$ cat config.mk
export PLATFORM = sky130hd
export DESIGN_NAME = gat_bram_loader
export DESIGN_NICKNAME = d
export VERILOG_FILES = /design/src/rtl/gat_bram_loader.sv
export SDC_FILE = /design/constraint.sdc
export NUM_CORES = 1
export LEC_CHECK = 0
export CORE_MARGIN = 2
export CORE_UTILIZATION = 44
export DETAILED_ROUTE_END_ITERATION = 6
export PLACE_DENSITY = 0.84
export SETUP_SLACK_MARGIN = 0.4
export SYNTH_ARGS = -nofsm -noshare
export SYNTH_HDL_FRONTEND = slang
export SYNTH_SLANG_ARGS = --single-unit
$ cat constraint.sdc
create_clock -name clk -period 2.7 [get_ports clk]
set_input_delay 0.675 -clock clk [delete_from_list [all_inputs] [get_ports clk]]
set_output_delay 0.675 -clock clk [all_outputs]
set_load 0.05 [all_outputs]
$ cat src/rtl/gat_bram_loader.sv
`default_nettype none
`timescale 1ns/1ps
// ============================================================================
// Module      : gat_bram_loader
// Description : Host-word to BRAM element loader with per-channel limits,
//               plus a one-outstanding feature BRAM read port.
// Revision    : 1.0 - initial release
// ============================================================================
module gat_bram_loader #(
    parameter int TOP_WIDTH   = 32,
    parameter int ELEM_WIDTH  = 8,
    parameter int NUM_CH      = 3,
    parameter int ADDR_W      = 20,
    parameter int FEAT_ADDR_W = 16
) (
    input  logic                       clk,
    input  logic                       rst,
    input  logic                       wr_valid,
    output logic                       wr_ready,
    input  logic [$clog2(NUM_CH)-1:0]  wr_ch,
    input  logic                       wr_pack,
    input  logic [ADDR_W+1:0]          wr_addr,
    input  logic [TOP_WIDTH-1:0]       wr_data,
    input  logic                       cfg_start,
    input  logic [NUM_CH*ADDR_W-1:0]   cfg_len,
    output logic [NUM_CH-1:0]          bram_we,
    output logic [ADDR_W-1:0]          bram_addr,
    output logic [ELEM_WIDTH-1:0]      bram_din,
    output logic [NUM_CH-1:0]          load_done,
    output logic [NUM_CH-1:0]          err_ovf,
    output logic                       err_ch,
    output logic                       busy,
    input  logic                       rd_req,
    input  logic [FEAT_ADDR_W+1:0]     rd_addr,
    output logic                       rd_valid,
    output logic [TOP_WIDTH-1:0]       rd_data,
    output logic [FEAT_ADDR_W-1:0]     feat_bram_addrb,
    input  logic [TOP_WIDTH-1:0]       feat_bram_dout
);

    localparam int c_K     = TOP_WIDTH / ELEM_WIDTH;
    localparam int c_CH_W  = $clog2(NUM_CH);
    localparam int c_IDX_W = (c_K > 1) ? $clog2(c_K) : 1;
    localparam logic [ADDR_W-1:0]  c_K_A      = ADDR_W'(c_K);
    localparam logic [c_IDX_W-1:0] c_LAST_IDX = c_IDX_W'(c_K - 1);
    localparam logic [c_CH_W:0]    c_NUM_CH   = (c_CH_W + 1)'(NUM_CH);

    localparam logic [0:0] c_IDLE = 1'b0;
    localparam logic [0:0] c_EMIT = 1'b1;

    logic [0:0]            r_state;
    logic [c_CH_W-1:0]     r_ch;
    logic                  r_pack;
    logic [TOP_WIDTH-1:0]  r_data;
    logic [ADDR_W-1:0]     r_base;
    logic [c_IDX_W-1:0]    r_idx;
    logic [ADDR_W-1:0]     r_cnt [NUM_CH];
    logic [NUM_CH-1:0]     r_we;
    logic [ADDR_W-1:0]     r_addr;
    logic [ELEM_WIDTH-1:0] r_din;
    logic [NUM_CH-1:0]     r_done;
    logic [NUM_CH-1:0]     r_ovf;
    logic                  r_err_ch;
    logic                  r_rd_pend;
    logic                  r_rd_valid;
    logic [FEAT_ADDR_W-1:0] r_addrb;

    logic                  w_last;
    logic                  w_accept;
    logic                  w_advance;
    logic [c_CH_W-1:0]     w_src_ch;
    logic                  w_src_pack;
    logic [TOP_WIDTH-1:0]  w_src_data;
    logic [ADDR_W-1:0]     w_src_base;
    logic [c_IDX_W-1:0]    w_src_idx;
    logic [ADDR_W-1:0]     w_addr;
    logic [ELEM_WIDTH-1:0] w_din;
    logic [ADDR_W-1:0]     w_len [NUM_CH];
    logic                  w_rd_inflight;
    logic                  w_unused_ok;

    generate
        for (genvar g = 0; g < NUM_CH; g++) begin : g_len
            assign w_len[g] = cfg_len[g*ADDR_W +: ADDR_W];
        end
    endgenerate

    // The element on the bram_* registers is r_idx of the captured word;
    // readiness on its last element lets the next word follow with no bubble.
    assign w_last    = !r_pack || (r_idx == c_LAST_IDX);
    assign wr_ready  = !rst && !cfg_start && ((r_state == c_IDLE) || w_last);
    assign w_accept  = wr_valid && wr_ready;
    assign w_advance = (r_state == c_EMIT) && !w_last;

    always_comb begin
        w_src_ch   = r_ch;
        w_src_pack = r_pack;
        w_src_data = r_data;
        w_src_base = r_base;
        w_src_idx  = r_idx + c_IDX_W'(1);
        if (w_accept) begin
            w_src_ch   = wr_ch;
            w_src_pack = wr_pack;
            w_src_data = wr_data;
            w_src_base = wr_addr[ADDR_W+1:2];
            w_src_idx  = '0;
        end
    end

    assign w_addr = w_src_pack ? (w_src_base * c_K_A + ADDR_W'(w_src_idx)) : w_src_base;
    assign w_din  = ELEM_WIDTH'(w_src_data >> (w_src_idx * ELEM_WIDTH));

    always_ff @(posedge clk) begin
        if (rst) begin
            r_state  <= c_IDLE;
            r_ch     <= '0;
            r_pack   <= 1'b0;
            r_data   <= '0;
            r_base   <= '0;
            r_idx    <= '0;
            r_we     <= '0;
            r_addr   <= '0;
            r_din    <= '0;
            r_done   <= '0;
            r_ovf    <= '0;
            r_err_ch <= 1'b0;
            for (int c = 0; c < NUM_CH; c++) r_cnt[c] <= '0;
        end else if (cfg_start) begin
            r_state  <= c_IDLE;
            r_we     <= '0;
            r_done   <= '0;
            r_ovf    <= '0;
            r_err_ch <= 1'b0;
            for (int c = 0; c < NUM_CH; c++) r_cnt[c] <= '0;
        end else begin
            r_we <= '0;
            for (int c = 0; c < NUM_CH; c++) begin
                if ((w_len[c] != '0) && (r_cnt[c] == w_len[c])) r_done[c] <= 1'b1;
            end
            if (w_accept && ({1'b0, wr_ch} >= c_NUM_CH)) r_err_ch <= 1'b1;
            if (w_accept || w_advance) begin
                r_state <= c_EMIT;
                r_ch    <= w_src_ch;
                r_pack  <= w_src_pack;
                r_data  <= w_src_data;
                r_base  <= w_src_base;
                r_idx   <= w_src_idx;
                r_addr  <= w_addr;
                r_din   <= w_din;
                // Invalid channels match no c, so their elements drain silently.
                for (int c = 0; c < NUM_CH; c++) begin
                    if (w_src_ch == c_CH_W'(c)) begin
                        if (r_cnt[c] != w_len[c]) begin
                            r_we[c]  <= 1'b1;
                            r_cnt[c] <= r_cnt[c] + ADDR_W'(1);
                        end else begin
                            r_ovf[c] <= 1'b1;
                        end
                    end
                end
            end else begin
                r_state <= c_IDLE;
            end
        end
    end

    assign w_rd_inflight = r_rd_pend || r_rd_valid;

    always_ff @(posedge clk) begin
        if (rst) begin
            r_rd_pend  <= 1'b0;
            r_rd_valid <= 1'b0;
            r_addrb    <= '0;
        end else begin
            r_rd_pend  <= rd_req && !w_rd_inflight;
            r_rd_valid <= r_rd_pend;
            if (rd_req && !w_rd_inflight) r_addrb <= rd_addr[FEAT_ADDR_W+1:2];
        end
    end

    // BRAM output register already holds the word during the rd_valid cycle.
    assign rd_data         = r_rd_valid ? feat_bram_dout : '0;
    assign rd_valid        = r_rd_valid;
    assign feat_bram_addrb = r_addrb;
    assign bram_we         = r_we;
    assign bram_addr       = r_addr;
    assign bram_din        = r_din;
    assign load_done       = r_done;
    assign err_ovf         = r_ovf;
    assign err_ch          = r_err_ch;
    assign busy            = (r_state == c_EMIT) || w_rd_inflight;
    assign w_unused_ok     = &{1'b0, wr_addr[1:0], rd_addr[1:0]};

endmodule
`default_nettype wire

==> metrics.txt <==
M1 WL=11.23 mm; final instance area=between 10,000 and 15,000 um^2; fin nets=between 1,000 and 1,500; register clock-pin slew on the reported worst setup and hold paths=0.08 ns; CTS max path bufs=2; Synth Area in XOR/XNOR=0.1040; average routed wire per standard cell=between 15 and 20 um; Critical-path top delay cell=or4_4; drt first pass iters=5; area fraction in compound gates after synthesis=0.1619; final period utilization=0.8526; Sw Ratio=0.3002; initial core utilization=0.4498; Hold Crit Start=feat_bram_addrb[0]$_SDFFE_PP0P_; sequential group share of total power=0.445; area leader, netlist=dfxtp_1; most frequent cells after synthesis=nand2_1, dfxtp_1, xor2_1; io pins=~260; DIE HEIGHT=151.1 um; DR vias=8,858; largest cells by area after synthesis=dfxtp_1, edfxtp_1, xor2_1, a31oi_2, nand2_1; Layout area overhead=51.31%; RSZ-0062 raised after global routing=yes; vias in the first global route=between 8,000 and 9,000; CP delay by family, top=simple AND/OR/NAND/NOR gates; metal3 WL=2.223 mm; mux cell area share after synthesis=0.05917; DRT antenna net count=0; Post-Syn Area=about 9500 um^2; First DRT Iteration DRCs=around 570; most used cell, CP=buf_12; Final setup violation count=0; Avg Inst Size Synth=around 9.4 um^2; max incr delay on CP=0.44 ns; post-place setup slack=-0.3247 ns; dpl cell area=12,950 um^2; NetSw=between 2000 and 2500 uW; Combinational Power Share=0.184; cell internal pwr=about 4700 uW; Die X=roughly 150 um; syn nets=~1,200; final cell count without fillers=~1,600; crit path cell chain=dlygate4sd2_1 -> or3b_4 -> or4_4 -> a21oi_4 -> o21ai_4 -> buf_12 -> buf_12 -> nand2_4; VDD IR max=467.9 uV; Syn Inst Count=approximately 1,000; clk root buf=clkbuf_16; GRT Total Usage=0.2344; Inst Count DP=between 1,500 and 2,000; max layer used=met4; reg2reg start=r_cnt[0][8]$_SDFFCE_PN0P_; worst skew pair latency=0.44 ns; Adder-Cell Fraction of Synth Area=0.005260; Setup CP Type=input pin to flop; CTS tree=built; post-synth cell types=47; RD Place Congestion=0.8740; fmax=roughly 430 MHz; CP Launch Point=cfg_start; # port buffers=256; worst rel slew slack=0.4644; vias per cell=between 5 and 6; fill count=1,473; first-pass GRT wire length=between 40 and 50 mm; sequential area share after synthesis=0.4292; crit path time final=around 2.3 ns; Final Max Slew Viols=0; H-tree depth=4; CP startpoint kind=input pin; grt ovf=0; Leak=just under 0.006 uW; number of buffers created by CTS=17; Post-synth EDFFs=60; Seq cells post-synth=roughly 170; Worst Path Buf+Inv=3; Async SR Flop Fraction=0; post-synthesis simple-gate area fraction=0.1997; Final Hold Fails=0; largest net degree at the start of global routing=between 80 and 90; metal2 WL=approximately 15 mm; Slew @ Worst Pin=approximately 0.8 ns; initial antenna violation count=0; Yosys top cell area share=0.2398; setup slack after layout=just under 0.4 ns; clk sinks=174; total of max-cap violations=0; # rows=between 50 and 60; core area=around 21,000 um^2; die area=about 23,000 um^2; ys flop type=dfxtp_1; DRC=0; worst path arrival time=between 2 and 2.5 ns; required time at the worst-slack endpoint=about 2.9 ns; Tot Pwr=around 6700 uW; Hold-fix buffers, CTS=0; CP Capture Type=flop; largest family of logic cells by synthesized area=simple AND/OR/NAND/NOR gates; HP Class=flop to flop; Worst Clk Skew=0.01414 ns; PD cells=463.8 nW/um^2; layout cells sized above 1=0.1956; status=complete, no violations; Clk pwr share=0.372; DP HPWL=~19 mm; drt total wl=29.44 mm; critical path peak fanout=7; most frequent cell after synthesis=nand2_1; Ys Warns=0
==> registers in the layout (all words and copies together), names as in the netlist <==
name,cells
load_done,3
bram_we,3
r_pack,1
r_idx,2
err_ovf,3
r_ch,2
err_ch,1
rd_valid,1
r_state,1
r_rd_pend,1
r_cnt,60
bram_din,8
r_base,20
r_data,32
feat_bram_addrb,16
bram_addr,20
==> cell usage in the layout, fill, tap and decap left out, types with 21 or more instances in the layout <==
master,count
a21oi_1,71
a31oi_2,55
and2_1,33
buf_12,50
buf_4,40
clkbuf_16,26
clkdlybuf4s50_1,147
dfxtp_1,112
dlymetal6s2s_1,60
edfxtp_1,60
nand2_1,182
nand2b_1,21
nand3_1,26
nor2_1,36
nor4_1,29
o21ai_0,24
xnor2_1,26
xor2_1,87
==> stage by stage <==
step,setup TNS [ns],util,hold slack [ns]
floorplan,0,-,0.4331
global placement,-27.05,0.6124,0.4399
global route,0,0.6805,0.4742
CTS,0,0.6530,0.4567
finish,0,0.6806,0.4541
detailed placement,-33.49,0.6124,0.4465
==> what timing repair did <==
| item | in CTS | in global routing |
|---|---|---|
| setup endpoints to repair | 134 | 142 |
| gates cloned | 4 | 13 |
| buffers inserted | 13 | 7 |
| gates resized for setup | 29 | 82 |
| pin swaps | 10 | 20 |
==> path summary, 6_finish.rpt <==
kind | slack (ns) | to | depth (start not counted)
setup / recovery | 0.40 | r_cnt[0][7]$_SDFFCE_PN0P_ | 8
hold / removal | 0.45 | feat_bram_addrb[0]$_SDFFE_PP0P_ | 2
setup reg to reg | 0.41 | r_cnt[0][53]$_SDFFCE_PN0P_ | 7
hold reg to reg | 0.45 | feat_bram_addrb[0]$_SDFFE_PP0P_ | 2
==> layout make-up <==
class / count / area [um^2] / share of cell area
Clock buffer: 17 / 425.4 / 0.02955
Timing Repair Buffer: 329 / 4034 / 0.2802
Sequential cell: 174 / 4086 / 0.2838
Multi-Input combinational cell: 759 / 5280 / 0.3667
Clock inverter: 15 / 168.9 / 0.01173
Tap cell: 275 / 344.1 / 0.02390
Inverter: 15 / 56.30 / 0.003911
Antenna cell: 1 / 2.502 / 0.0001738
==> metal layers <==
layer | global-route usage | up-vias
met2 | 0.4145 | 353
li1 | - | 4170
met4 | 0.08645 | 0
met3 | 0.06596 | 68
met1 | 0.2700 | 4267
met5 | 0 | -
==> kinds of logic after synthesis <==
kind of cell | Yosys count
DFF | 174
xor gates and xnor gates | 113
buffers and inverters | 85
AOI/OAI and AO/OA | 198
muxes | 44
adders and majority gates | 4
and+or+nand+nor | 397
==> power by group through the flow <==
stage	Combinational [uW]	Sequential [uW]	Clock, uW
global placement	1150	3020	0
finish	1230	2970	2480
detailed placement	1170	3020	0
floorplan	475	3140	0
CTS	1200	2960	2500
global route	1300	2980	2600
==> worst register-to-register path, cell delays in order, from the launching register on <==
cell and delay [ns]:
edfxtp_1 0.50, xor2_1 0.21, nor4_1 0.33, nand3_1 0.25, o21ai_4 0.29, buf_12 0.20
buf_12 0.16, a31oi_4 0.09
Power figures use the tool's default switching activity.
